`src/rtl/mdio_controller_if.sv`:
```
// Host/PHY-facing signal bundle of the MDIO management controller.
// The master modport is the controller itself; slave is the host + line side.
interface mdio_controller_if;
    logic        MDIO_START;
    logic [31:0] T_DATA;
    logic        MDIO_IN;
    logic        MDC;
    logic        MDIO_OUT;
    logic        MDIO_OE;
    logic [15:0] RD_DATA;
    logic        DATA_RDY;
    logic        BUSY;

    modport master (
        input  MDIO_START, T_DATA, MDIO_IN,
        output MDC, MDIO_OUT, MDIO_OE, RD_DATA, DATA_RDY, BUSY
    );

    modport slave (
        output MDIO_START, T_DATA, MDIO_IN,
        input  MDC, MDIO_OUT, MDIO_OE, RD_DATA, DATA_RDY, BUSY
    );
endinterface

```
`src/rtl/mdio_controller.sv`:
```
// Clause-22 MDIO management station: serialises a 32-bit frame MSB-first with a
// divided MDC, and on reads captures the 16 data bits returned on MDIO_IN.
module mdio_controller #(
    parameter int unsigned CLK_DIV = 4
) (
    input  logic              CLK,
    input  logic              RESET,
    mdio_controller_if.master bus
);
    localparam int unsigned FRAME_W = 32;
    localparam int unsigned DATA_W  = 16;
    localparam int unsigned BIT_W   = 5;
    localparam int unsigned PW      = (CLK_DIV > 2) ? $clog2(CLK_DIV) : 1;
    localparam logic [PW-1:0]    PH_LAST   = PW'(CLK_DIV - 1);
    localparam logic [PW-1:0]    PH_HALF   = PW'(CLK_DIV / 2);
    localparam logic [BIT_W-1:0] RX_TOP    = BIT_W'(15);
    localparam logic [BIT_W-1:0] DRIVE_MIN = BIT_W'(19);

    typedef enum logic {IDLE, SHIFT} state_t;

    state_t              state_q, state_nxt;
    logic [FRAME_W-1:0]  frame_q, frame_nxt;
    logic                is_read_q, is_read_nxt;
    logic [BIT_W-1:0]    bit_cnt_q, bit_nxt, bit_dec;
    logic [PW-1:0]       phase_q, phase_nxt;
    logic [DATA_W-2:0]   shreg_q, shreg_nxt;
    logic                mdc_q, mdc_nxt;
    logic                out_q, out_nxt;
    logic                oe_q, oe_nxt;
    logic [DATA_W-1:0]   rd_data_q, rd_data_nxt;
    logic                data_rdy_q, data_rdy_nxt;
    logic                busy_q, busy_nxt;

    // State and all outputs registered; reset aborts any frame in flight.
    always_ff @(posedge CLK) begin
        if (!RESET) begin
            state_q    <= IDLE;
            frame_q    <= '0;
            is_read_q  <= 1'b0;
            bit_cnt_q  <= '0;
            phase_q    <= '0;
            shreg_q    <= '0;
            mdc_q      <= 1'b0;
            out_q      <= 1'b0;
            oe_q       <= 1'b0;
            rd_data_q  <= '0;
            data_rdy_q <= 1'b0;
            busy_q     <= 1'b0;
        end else begin
            state_q    <= state_nxt;
            frame_q    <= frame_nxt;
            is_read_q  <= is_read_nxt;
            bit_cnt_q  <= bit_nxt;
            phase_q    <= phase_nxt;
            shreg_q    <= shreg_nxt;
            mdc_q      <= mdc_nxt;
            out_q      <= out_nxt;
            oe_q       <= oe_nxt;
            rd_data_q  <= rd_data_nxt;
            data_rdy_q <= data_rdy_nxt;
            busy_q     <= busy_nxt;
        end
    end

    always_comb begin
        state_nxt    = state_q;
        frame_nxt    = frame_q;
        is_read_nxt  = is_read_q;
        bit_nxt      = bit_cnt_q;
        phase_nxt    = phase_q;
        shreg_nxt    = shreg_q;
        mdc_nxt      = mdc_q;
        out_nxt      = out_q;
        oe_nxt       = oe_q;
        rd_data_nxt  = rd_data_q;
        data_rdy_nxt = 1'b0;
        busy_nxt     = busy_q;
        bit_dec      = bit_cnt_q - BIT_W'(1);

        unique case (state_q)
            IDLE: begin
                mdc_nxt  = 1'b0;
                out_nxt  = 1'b0;
                oe_nxt   = 1'b0;
                busy_nxt = 1'b0;
                if (bus.MDIO_START) begin
                    state_nxt   = SHIFT;
                    frame_nxt   = bus.T_DATA;
                    is_read_nxt = (bus.T_DATA[29:28] == 2'b10);
                    bit_nxt     = BIT_W'(FRAME_W - 1);
                    phase_nxt   = '0;
                    shreg_nxt   = '0;
                    out_nxt     = bus.T_DATA[FRAME_W-1];
                    oe_nxt      = 1'b1;
                    busy_nxt    = 1'b1;
                end
            end
            SHIFT: begin
                if (phase_q == PH_LAST) begin
                    // Last cycle of MDC high: sample the PHY's data bit here.
                    if (is_read_q && bit_cnt_q <= RX_TOP) begin
                        shreg_nxt = {shreg_q[DATA_W-3:0], bus.MDIO_IN};
                    end
                    if (bit_cnt_q == '0) begin
                        state_nxt = IDLE;
                        mdc_nxt   = 1'b0;
                        out_nxt   = 1'b0;
                        oe_nxt    = 1'b0;
                        busy_nxt  = 1'b0;
                        if (is_read_q) begin
                            rd_data_nxt  = {shreg_q, bus.MDIO_IN};
                            data_rdy_nxt = 1'b1;
                        end
                    end else begin
                        bit_nxt   = bit_dec;
                        phase_nxt = '0;
                        mdc_nxt   = 1'b0;
                        // Reads release the line from turnaround onward.
                        oe_nxt    = !is_read_q || (bit_cnt_q >= DRIVE_MIN);
                        out_nxt   = oe_nxt & frame_q[bit_dec];
                    end
                end else begin
                    phase_nxt = phase_q + PW'(1);
                    mdc_nxt   = (phase_nxt >= PH_HALF);
                end
            end
            default: state_nxt = IDLE;
        endcase
    end

    assign bus.MDC      = mdc_q;
    assign bus.MDIO_OUT = out_q;
    assign bus.MDIO_OE  = oe_q;
    assign bus.RD_DATA  = rd_data_q;
    assign bus.DATA_RDY = data_rdy_q;
    assign bus.BUSY     = busy_q;
endmodule

```
`src/flat_wrapper.sv`:
```
// flat-port wrapper written by rule: the top's interface ports become plain ports
module mdio_controller_flat 
#(
    parameter int unsigned CLK_DIV = 4
)
  (CLK, RESET, bus_MDIO_START, bus_T_DATA, bus_MDIO_IN, bus_MDC, bus_MDIO_OUT, bus_MDIO_OE, bus_RD_DATA, bus_DATA_RDY, bus_BUSY);
  mdio_controller_if bus_i ();
  input  logic CLK;
  input  logic RESET;
  input wire logic [$bits(bus_i.MDIO_START)-1:0] bus_MDIO_START;
  input wire logic [$bits(bus_i.T_DATA)-1:0] bus_T_DATA;
  input wire logic [$bits(bus_i.MDIO_IN)-1:0] bus_MDIO_IN;
  output wire logic [$bits(bus_i.MDC)-1:0] bus_MDC;
  output wire logic [$bits(bus_i.MDIO_OUT)-1:0] bus_MDIO_OUT;
  output wire logic [$bits(bus_i.MDIO_OE)-1:0] bus_MDIO_OE;
  output wire logic [$bits(bus_i.RD_DATA)-1:0] bus_RD_DATA;
  output wire logic [$bits(bus_i.DATA_RDY)-1:0] bus_DATA_RDY;
  output wire logic [$bits(bus_i.BUSY)-1:0] bus_BUSY;
  assign bus_i.MDIO_START = bus_MDIO_START;
  assign bus_i.T_DATA = bus_T_DATA;
  assign bus_i.MDIO_IN = bus_MDIO_IN;
  assign bus_MDC = bus_i.MDC;
  assign bus_MDIO_OUT = bus_i.MDIO_OUT;
  assign bus_MDIO_OE = bus_i.MDIO_OE;
  assign bus_RD_DATA = bus_i.RD_DATA;
  assign bus_DATA_RDY = bus_i.DATA_RDY;
  assign bus_BUSY = bus_i.BUSY;
  mdio_controller #(.CLK_DIV(CLK_DIV)) u_core (.CLK(CLK), .RESET(RESET), .bus(bus_i));
endmodule
```
`config.mk`:
```
export PLATFORM = sky130hd
export DESIGN_NAME = mdio_controller_flat
export DESIGN_NICKNAME = d
export VERILOG_FILES = /design/src/rtl/mdio_controller_if.sv /design/src/rtl/mdio_controller.sv /design/src/flat_wrapper.sv
export SDC_FILE = /design/constraint.sdc
export NUM_CORES = 1
export LEC_CHECK = 0
export CORE_ASPECT_RATIO = 0.8
export CORE_MARGIN = 5
export CORE_UTILIZATION = 40
export DETAILED_ROUTE_END_ITERATION = 16
export PLACE_DENSITY_LB_ADDON = 0.12
export SETUP_SLACK_MARGIN = 0.5
export SLEW_MARGIN = 20
export SYNTH_ARGS = -nofsm -noshare
export SYNTH_HDL_FRONTEND = slang
export SYNTH_SLANG_ARGS = --single-unit
export TNS_END_PERCENT = 20
```
`constraint.sdc`:
```
create_clock -name CLK -period 2 [get_ports CLK]
set_input_delay 0.3 -clock CLK [delete_from_list [all_inputs] [get_ports CLK]]
set_output_delay 0.3 -clock CLK [all_outputs]
set_load 0.02 [all_outputs]
```
# Word level (Yosys, flattened, before mapping)
# Cells that the tools add are included.
# totals
inputBits	36
regBits	77
wordCells	70
out_inout_bits	21
# op_classes
magnitude_cmp	4
n_eq_ne	8
reduce_logical	11
n_bitwise	2
n_addsub	2
muxes	31
# ops
cell	count
$mux 15	3
$pmux 15 s2	1
$mux 5	3
$mux 1	13
$ne 2x2->1 const B	5
$pmux 1 s2	5
$pmux 5 s2	1
$reduce_and 4->1	2
$lt 5x6->1 const B	1
$mux 2	3
$reduce_and 2->1	3
$reduce_and 3->1	2
$bmux 1 s5	1
$ge 5x5->1 const B	1
$le 5x4->1 const B	1
$logic_not 5->1	1
$sub 5x1->5 const B	1
$eq 2x2->1 const B	2
$pmux 2 s2	1
$ne 3x3->1 const B	1
$add 2x1->2 const B	1
$ge 2x2->1 const B	1
$and 1x1->1	1
$logic_and 1x1->1	1
other kinds (3)	3

# Longest topological paths before layout
# depth
ltp_word	7
depth_mapped	9
ltp_nobuf	7

# Worst setup path before layout
# OpenSTA, ideal clock, no wires.
# synth_path
path_type	register to register
from	reg u_core.bit_cnt_q[0]
to	reg u_core.out_q, in the netlist u_core.bus.MDIO_OUT
setup_time_ns	0.060
synth_period_minus_slack_ns	2.067
t_arrival_ns	2.007
slack_ns	-0.067
path_buffers	2
stages_incl_launch_ff	10
path_cell_list	dfxtp_1 > inv_1 > ha_1 > buf_6 > buf_12 > mux2i_1 > mux4_2 > nor3b_1 > a31oi_1 > a32o_2
# synth_via
elab_chain_cells	7
word_cells_on_any_way	10
classes_between	1 x add/sub; 1 x order compare; 5 x mux; 1 x bitwise; 2 x reduce/logical
# synth_rtl
item	line	text
start: declaration	mdio_controller.sv:24	logic [BIT_W-1:0] bit_cnt_q, bit_nxt, bit_dec;
start signal: assignment	mdio_controller.sv:53	bit_cnt_q <= bit_nxt;
$sub 5x1->5	mdio_controller.sv:78	bit_dec = bit_cnt_q - BIT_W'(1);
$bmux 1 s5	mdio_controller.sv:120	out_nxt = oe_nxt & frame_q[bit_dec];
$mux 1 (implied by the code)	mdio_controller.sv:120	
$and 1x1->1	mdio_controller.sv:120	
$mux 1 (*)	mdio_controller.sv:104	if (bit_cnt_q == '0) begin
$mux 1 (*)	mdio_controller.sv:99	if (phase_q == PH_LAST) begin
$pmux 1 s2 (*)	mdio_controller.sv:80	unique case (state_q)
end signal: assignment	mdio_controller.sv:57	out_q <= out_nxt;
end: declaration	mdio_controller.sv:28	logic out_q, out_nxt;
# Mark *: on every way between the ends. The rest lies on a longest branch, timed or not. The select of a mux whose other input is x is not followed.
# A chain may end at the register's enable or synchronous reset.

# Worst setup path in the final report
# layout_path
from	reg u_core.bit_cnt_q[1]
to	reg u_core.out_q, in the netlist u_core.bus.MDIO_OUT
# The elaborated chain is that of the path after synthesis.

==> results.json <==
{
  "result_of_the_run": "complete, no violations",
  "worstReg2RegEnd": "u_core.bus.MDIO_OUT$_SDFFE_PN0P_",
  "grt_util_met1_pct": 21.3,
  "final.setup.tns_ps": 0,
  "n_fill_cell": 796,
  "wire_length_of_the_first_global_routing_pass_mm": 12.4,
  "synth_simple_gate_area_share_pct": 19.5,
  "antenna_cells": 0,
  "multi_input_comb_area_um2": 1640,
  "power_per_cell_area_nw_per_um2": 745,
  "dpl_cell_area_um2": 3890,
  "crit_path_top_delay_cell": "sky130_fd_sc_hd__dfxtp_4",
  "ant_nets": 0,
  "tritoncts": "yes",
  "synth.top_cells.by_count": "88 x sky130_fd_sc_hd__nand2_1, 77 x sky130_fd_sc_hd__dfxtp_1, 54 x sky130_fd_sc_hd__a21oi_1",
  "viasPerCell": 4.92,
  "cts.sinks": 77,
  "path_class": "reg -> reg",
  "rows": 29,
  "critical_path.top_delay_family": "multiplexers",
  "final-max-slew-violation-count": 0,
  "critPathMaxStageDelay_ps": 370,
  "ff2ff_path_depth": 7,
  "route.detailed.wl_per_inst_um": 13.6,
  "ys_ff_latch": 77,
  "tritoncts.num_buffers": 9,
  "htree_levels": 3,
  "reg2reg_setup_slack_ps": 130,
  "floorplan.initialDensity_pct": 40.8,
  "power.static_leakage_nw": 1.53,
  "cts_buffer_depth": 2,
  "grt_overflow": 0,
  "final.setup.worst_slack_ps": 134,
  "drtIter0Drc": 98,
  "holdWs_ps": 456,
  "hold_path_class": "reg -> reg",
  "timing.critical_path.to_type": "flip-flop",
  "tightest_slew_ps": 512,
  "final_layout_size_suffix_gt1_share_pct": 18.5,
  "weighted_congestion_reported_at_the_end_of_routability_driven_placement": 0.862,
  "antenna_violations_before_repair": 0,
  "final_design_area_no_fill_um2": 4350,
  "hold-path-endpoint": "u_core.frame_q[24]$_SDFFE_PN0P_",
  "post-synth-top-count-cell": "sky130_fd_sc_hd__nand2_1",
  "postSynthNetCount": 406,
  "post-route-period-util_pct": 93.3,
  "grt_max_degree": 47,
  "finish.net_count": 471,
  "number_of_search_and_repair_iterations_in_the_first_detailed_routing_pass": 4,
  "core_area_um2": 7910,
  "groute.layer.met2.usage_pct": 21.4,
  "cp_data_arrival_time_ps": 2100,
  "post_synth.cell_area_avg_um2": 8.79,
  "netlist_area_um2": 3230,
  "finalClockSkew_ps": 7.79,
  "clock-root-buffer": "sky130_fd_sc_hd__clkbuf_8",
  "final_util_pct": 55.0,
  "grt_busiest_layer": "met2",
  "numPortBuffers": 56,
  "final_count_of_negative_setup_slack_endpoints": 0,
  "synth_area_in_compound_gates_pct": 12.3,
  "synth_enable_flop_cells": 0,
  "cts_hold_buf": 0,
  "finalWirelength_mm": 7.41,
  "async_flop_share_pct": 0,
  "sequential_cell_area_um2": 1560,
  "die_area_um2": 9970,
  "grt.total_usage_pct": 14.9,
  "final-hold-violation-count": 0,
  "floorplan.io_pins": 57,
  "post-synth-top-area-fraction_pct": 47.8,
  "routed-via-count": 2679,
  "synth_flop_cell": "sky130_fd_sc_hd__dfxtp_1",
  "min_from": "u_core.frame_q[24]$_SDFFE_PN0P_",
  "cp_data_required_time_ps": 2230,
  "synth.yosys.seq_area_share_pct": 47.8,
  "clkTransAtPathRegs_ps": 80,
  "cell_taking_the_most_area_after_synthesis": "sky130_fd_sc_hd__dfxtp_1",
  "rsz0062_at_grt": "yes",
  "synth_adder_area_share_pct": 1.16,
  "dieWidth_um": 110,
  "peakVddDrop_uv": 377,
  "max_cap_violations": 0,
  "crit-reg2reg-launch": "u_core.bit_cnt_q[1]$_SDFFE_PN0P_",
  "maxClockFrequency_mhz": 536,
  "critPathBufInv": 2,
  "syn-instance-count": 367,
  "placement.setup.worst_slack_ps": 100,
  "area.growth.synth_to_final_pct": 34.8,
  "post_layout_nonfiller_instances": 545,
  "dp_hpwl_mm": 5.01,
  "dpl.cell_count": 515,
  "synth_xor_area_share_pct": 1.55,
  "clock_insertion_delay_worst_skew_ps": 340,
  "synth.top_cells.by_area": "sky130_fd_sc_hd__dfxtp_1 48%, sky130_fd_sc_hd__nand2_1 10%, sky130_fd_sc_hd__a21oi_1 8.4%",
  "share_of_synthesized_area_spent_on_multiplexers_pct": 12.6,
  "number_of_global_route_vias_before_repair": 2527,
  "drcViolationCount": 0,
  "finalCriticalPeriod_ps": 1870,
  "crit_fanout": 8,
  "count_of_yosys_warnings_during_synthesis": 0,
  "die_y_um": 90.3,
  "worstSetupStartpointType": "flip-flop",
  "synth_cell_type_count": 42,
  "crit_path_cell_trace": "inv_4 -> ha_4 -> buf_6 -> mux2i_2 -> mux4_2 -> a31oi_1 -> a32o_2",
  "total_power_mw": 3.24,
  "combinational_family_with_the_most_area_after_synthesis": "simple AND/OR/NAND/NOR gates",
  "min_delay_path_depth": 2,
  "relSlewSlack_pct": 65.8,
  "globalRouteMet3Util_pct": 4.55
}
==> logic make-up after synthesis <==
| family | Yosys count |
|---|---|
| compound gates | 72 |
| xor+xnor | 4 |
| fa+ha+maj | 3 |
| buf+inv | 32 |
| flops | 77 |
| mux | 33 |
| simple gates | 146 |
==> per-layer routing <==
metal,up-vias,share of wire [%],routed length [µm]
li1,1385,-,-
met1,1230,52,3820
met2,51,43,3170
met3,13,4.1,306
met4,0,1.6,116
met5,-,0,0
==> timing repair <==
action	in CTS	in global routing
endpoints found under the setup margin	64	66
cloned	1	2
gates resized for setup	12	28
pin swaps	2	5
buffers inserted	7	4
==> worst register-to-register path: stages (launching register included) <==
cell,delay (ps)
sky130_fd_sc_hd__dfxtp_4,370
sky130_fd_sc_hd__inv_4,40
sky130_fd_sc_hd__ha_4,330
sky130_fd_sc_hd__buf_6,160
sky130_fd_sc_hd__mux2i_2,250
sky130_fd_sc_hd__mux4_2,270
sky130_fd_sc_hd__a31oi_1,70
sky130_fd_sc_hd__a32o_2,270
==> layout by cell type, fill, tap and decap left out, types with 3 or more instances in the layout <==
cell type                         count
sky130_fd_sc_hd__a211oi_1             3
sky130_fd_sc_hd__a21oi_1             51
sky130_fd_sc_hd__a21oi_2              3
sky130_fd_sc_hd__buf_4               16
sky130_fd_sc_hd__buf_6                5
sky130_fd_sc_hd__clkbuf_8            10
sky130_fd_sc_hd__clkdlybuf4s50_1     56
sky130_fd_sc_hd__dfxtp_1             69
sky130_fd_sc_hd__dfxtp_2              5
sky130_fd_sc_hd__dfxtp_4              3
sky130_fd_sc_hd__mux2i_1             24
sky130_fd_sc_hd__mux2i_2              3
sky130_fd_sc_hd__mux4_2               6
sky130_fd_sc_hd__nand2_1             88
sky130_fd_sc_hd__nand3_1             13
sky130_fd_sc_hd__nand3_2              3
sky130_fd_sc_hd__nor2_1              23
sky130_fd_sc_hd__nor2_4               3
sky130_fd_sc_hd__o21ai_0              6
==> state kept, by name (all words and copies together) (netlist names) <==
signal and cells:
u_core.bus.DATA_RDY 1, u_core.shreg_q 15, u_core.bus.BUSY 1, u_core.phase_q 2, u_core.is_read_q 1, u_core.bus.RD_DATA 16, u_core.bus.MDIO_OUT 1, u_core.bit_cnt_q 5
u_core.state_q 1, u_core.bus.MDIO_OE 1, u_core.frame_q 32, u_core.bus.MDC 1
==> how the worst max path moves through the flow <==
stage / to / slack (ps) / start / depth (start not counted)
finish: u_core.bus.MDIO_OUT$_SDFFE_PN0P_ / 130 / u_core.bit_cnt_q[1]$_SDFFE_PN0P_ / 7
global route: u_core.bus.MDIO_OUT$_SDFFE_PN0P_ / 70 / u_core.bit_cnt_q[1]$_SDFFE_PN0P_ / 7
CTS: u_core.bus.MDIO_OUT$_SDFFE_PN0P_ / 150 / u_core.bit_cnt_q[0]$_SDFFE_PN0P_ / 7
detailed placement: u_core.bus.MDIO_OUT$_SDFFE_PN0P_ / 100 / u_core.bit_cnt_q[1]$_SDFFE_PN0P_ / 7
global placement: u_core.bus.MDIO_OUT$_SDFFE_PN0P_ / 150 / u_core.bit_cnt_q[1]$_SDFFE_PN0P_ / 7
floorplan: u_core.bus.MDIO_OUT$_SDFFE_PN0P_ / 90 / u_core.bit_cnt_q[0]$_SDFFE_PN0P_ / 9
==> power breakdown <==
part / total (mW) / leakage (nW) / internal (mW) / switching, mW
Combinational: 0.488 / 0.806 / 0.259 / 0.228
Sequential: 1.64 / 0.631 / 1.59 / 0.0531
Clock: 1.11 / 0.0941 / 0.563 / 0.546
Total: 3.24 / 1.53 / 2.41 / 0.827
==> cell type report <==
type	count	area share, %
clock buffers	12	3.83
clock inverters	4	0.662
inverters	5	0.547
multi-input cells	259	37.6
flip-flops and latches	77	35.8
well taps	108	3.11
repair buffers	80	18.4
(Power assumes the default switching activity.)
==> edit, RTL diff (same flow settings) <==
Change the localparam `BIT_W` from 5 to 10.
--- a/src/rtl/mdio_controller.sv
+++ b/src/rtl/mdio_controller.sv
@@ -9,7 +9,7 @@
 );
     localparam int unsigned FRAME_W = 32;
     localparam int unsigned DATA_W  = 16;
-    localparam int unsigned BIT_W   = 5;
+    localparam int unsigned BIT_W   = 10;
     localparam int unsigned PW      = (CLK_DIV > 2) ? $clog2(CLK_DIV) : 1;
     localparam logic [PW-1:0]    PH_LAST   = PW'(CLK_DIV - 1);
     localparam logic [PW-1:0]    PH_HALF   = PW'(CLK_DIV / 2);
Formal check against the unedited RTL: same outputs for any inputs over 10 cycles, from zero or initial values and one cycle with RESET low; that may be too few to reach the edited logic, so the function may still have changed.
==> edit against the unedited design <==
  * Cell area is 22% higher
  * Sequential cell count is 5 higher
  * Wire length is 26% higher
  * Largest cell class unchanged
  * Synthesized area is 6.2% higher
  * Via count is 16% higher
  * Worst hold slack worse by 0.015 ns
  * Power is 14% higher
  * Setup slack worse by 0.044 ns
  * Combinational power is 27% higher
==> edit: results <==
run_status:
  outcome: "complete, no violations"
setup_path:
  crit_arrival_ns: 2.14
  path_max_fanout: 5
  max_stage_delay_ns: 0.54
final_layout:
  fill_cells: 717
  finalNetCount: 527
  utilization_pct: 63.2
  multi_input_area_mm2: 0.00228
  clock_area_share_pct: 4.12
  n_all_buffers: 90
  nonClkBufAreaFrac_pct: 18.5
  seq_share_pct: 31.3
  multiInputCombCellCount: 299
  layout-drive-gt1-share_pct: 35.2
placed_design:
  hpwl_um: 5830
  place.gp.congestion: 0.807
  dpl.cell_count: 574
  place_ws_ns: 0.00537
  place_area_mm2: 0.00429
global_route:
  grt_pass1_vias: 2861
  grtUsageMet2_pct: 23.4
  grt_pass1_wl_um: 14000
  grt_max_degree: 40
  grt_usage_pct: 16.4
  gr-usage-met1_pct: 24.4
  grt_util_met3_pct: 4.05
timing:
  fin_worst_skew_ns: 0.00747
  tightest_slew_ns: 0.421
synthesis:
  synth_xor_area_share_pct: 2.01
  netlist_instances: 415
  synth_mux_area_share_pct: 6.75
  synth_seq_cells: 82
  syn_nets: 455
  synth_compound_gate_area_share_pct: 14.8
  synth_cell_type_count: 41
  synthTopCellsByCount: "125 x nand2_1, 82 x dfxtp_1, 72 x a21oi_1, 20 x clkbuf_1, 17 x nand3_1"
  synthTopCellsByArea: "dfxtp_1 48%, nand2_1 14%, a21oi_1 11%, mux4_2 2.6%, nand3_1 2.5%"
  yosysSeqAreaShare_pct: 47.9
die:
  die_y_um: 92.8
  die_w_um: 113
power_and_ir_drop:
  p_sw_mw: 0.949
  pg_clk_mw: 1.33
  p_leak_nw: 2.38
  max-vdd-ir-drop_uv: 354
  powerComb_mw: 0.619
detailed_routing:
  routed-wl-met2_um: 4250
  drt_iter0_drc: 121
  via_count: 3121
  wl_per_cell_um: 15.4
  route.met3.wl_um: 538
edit: cell types whose count changed in the layout (fill, tap and decap cells not counted), moves of 6 or more:
cell	unedited run	this run
a21oi_2	3	33
clkdlybuf4s50_1	56	35
dlymetal6s2s_1	0	21
mux2i_1	24	4
nand2_4	0	16
nand2_1	88	103
a21oi_1	51	39
nand3_1	13	1
nor2_1	23	12
nand3_4	0	8
nand2_2	0	6
edit: final timing paths:
kind / start / to / slack (ns) / cells past startpoint
setup / recovery: u_core.bit_cnt_q[0] / u_core.bus.MDIO_OUT / 0.09 / 7
hold reg to reg: u_core.phase_q[0] / u_core.phase_q[0] / 0.44 / 1
hold / removal: u_core.phase_q[0] / u_core.phase_q[0] / 0.44 / 1
setup reg to reg: u_core.bit_cnt_q[0] / u_core.bus.MDIO_OUT / 0.09 / 7
edit: repair_timing:
action | in CTS | in global routing
gates cloned | 2 | 3
resized for setup | 35 | 147
setup endpoints to repair | 68 | 78
buffers inserted | 7 | 2
hold buffers | 0 | 0
pin swaps | 15 | 73
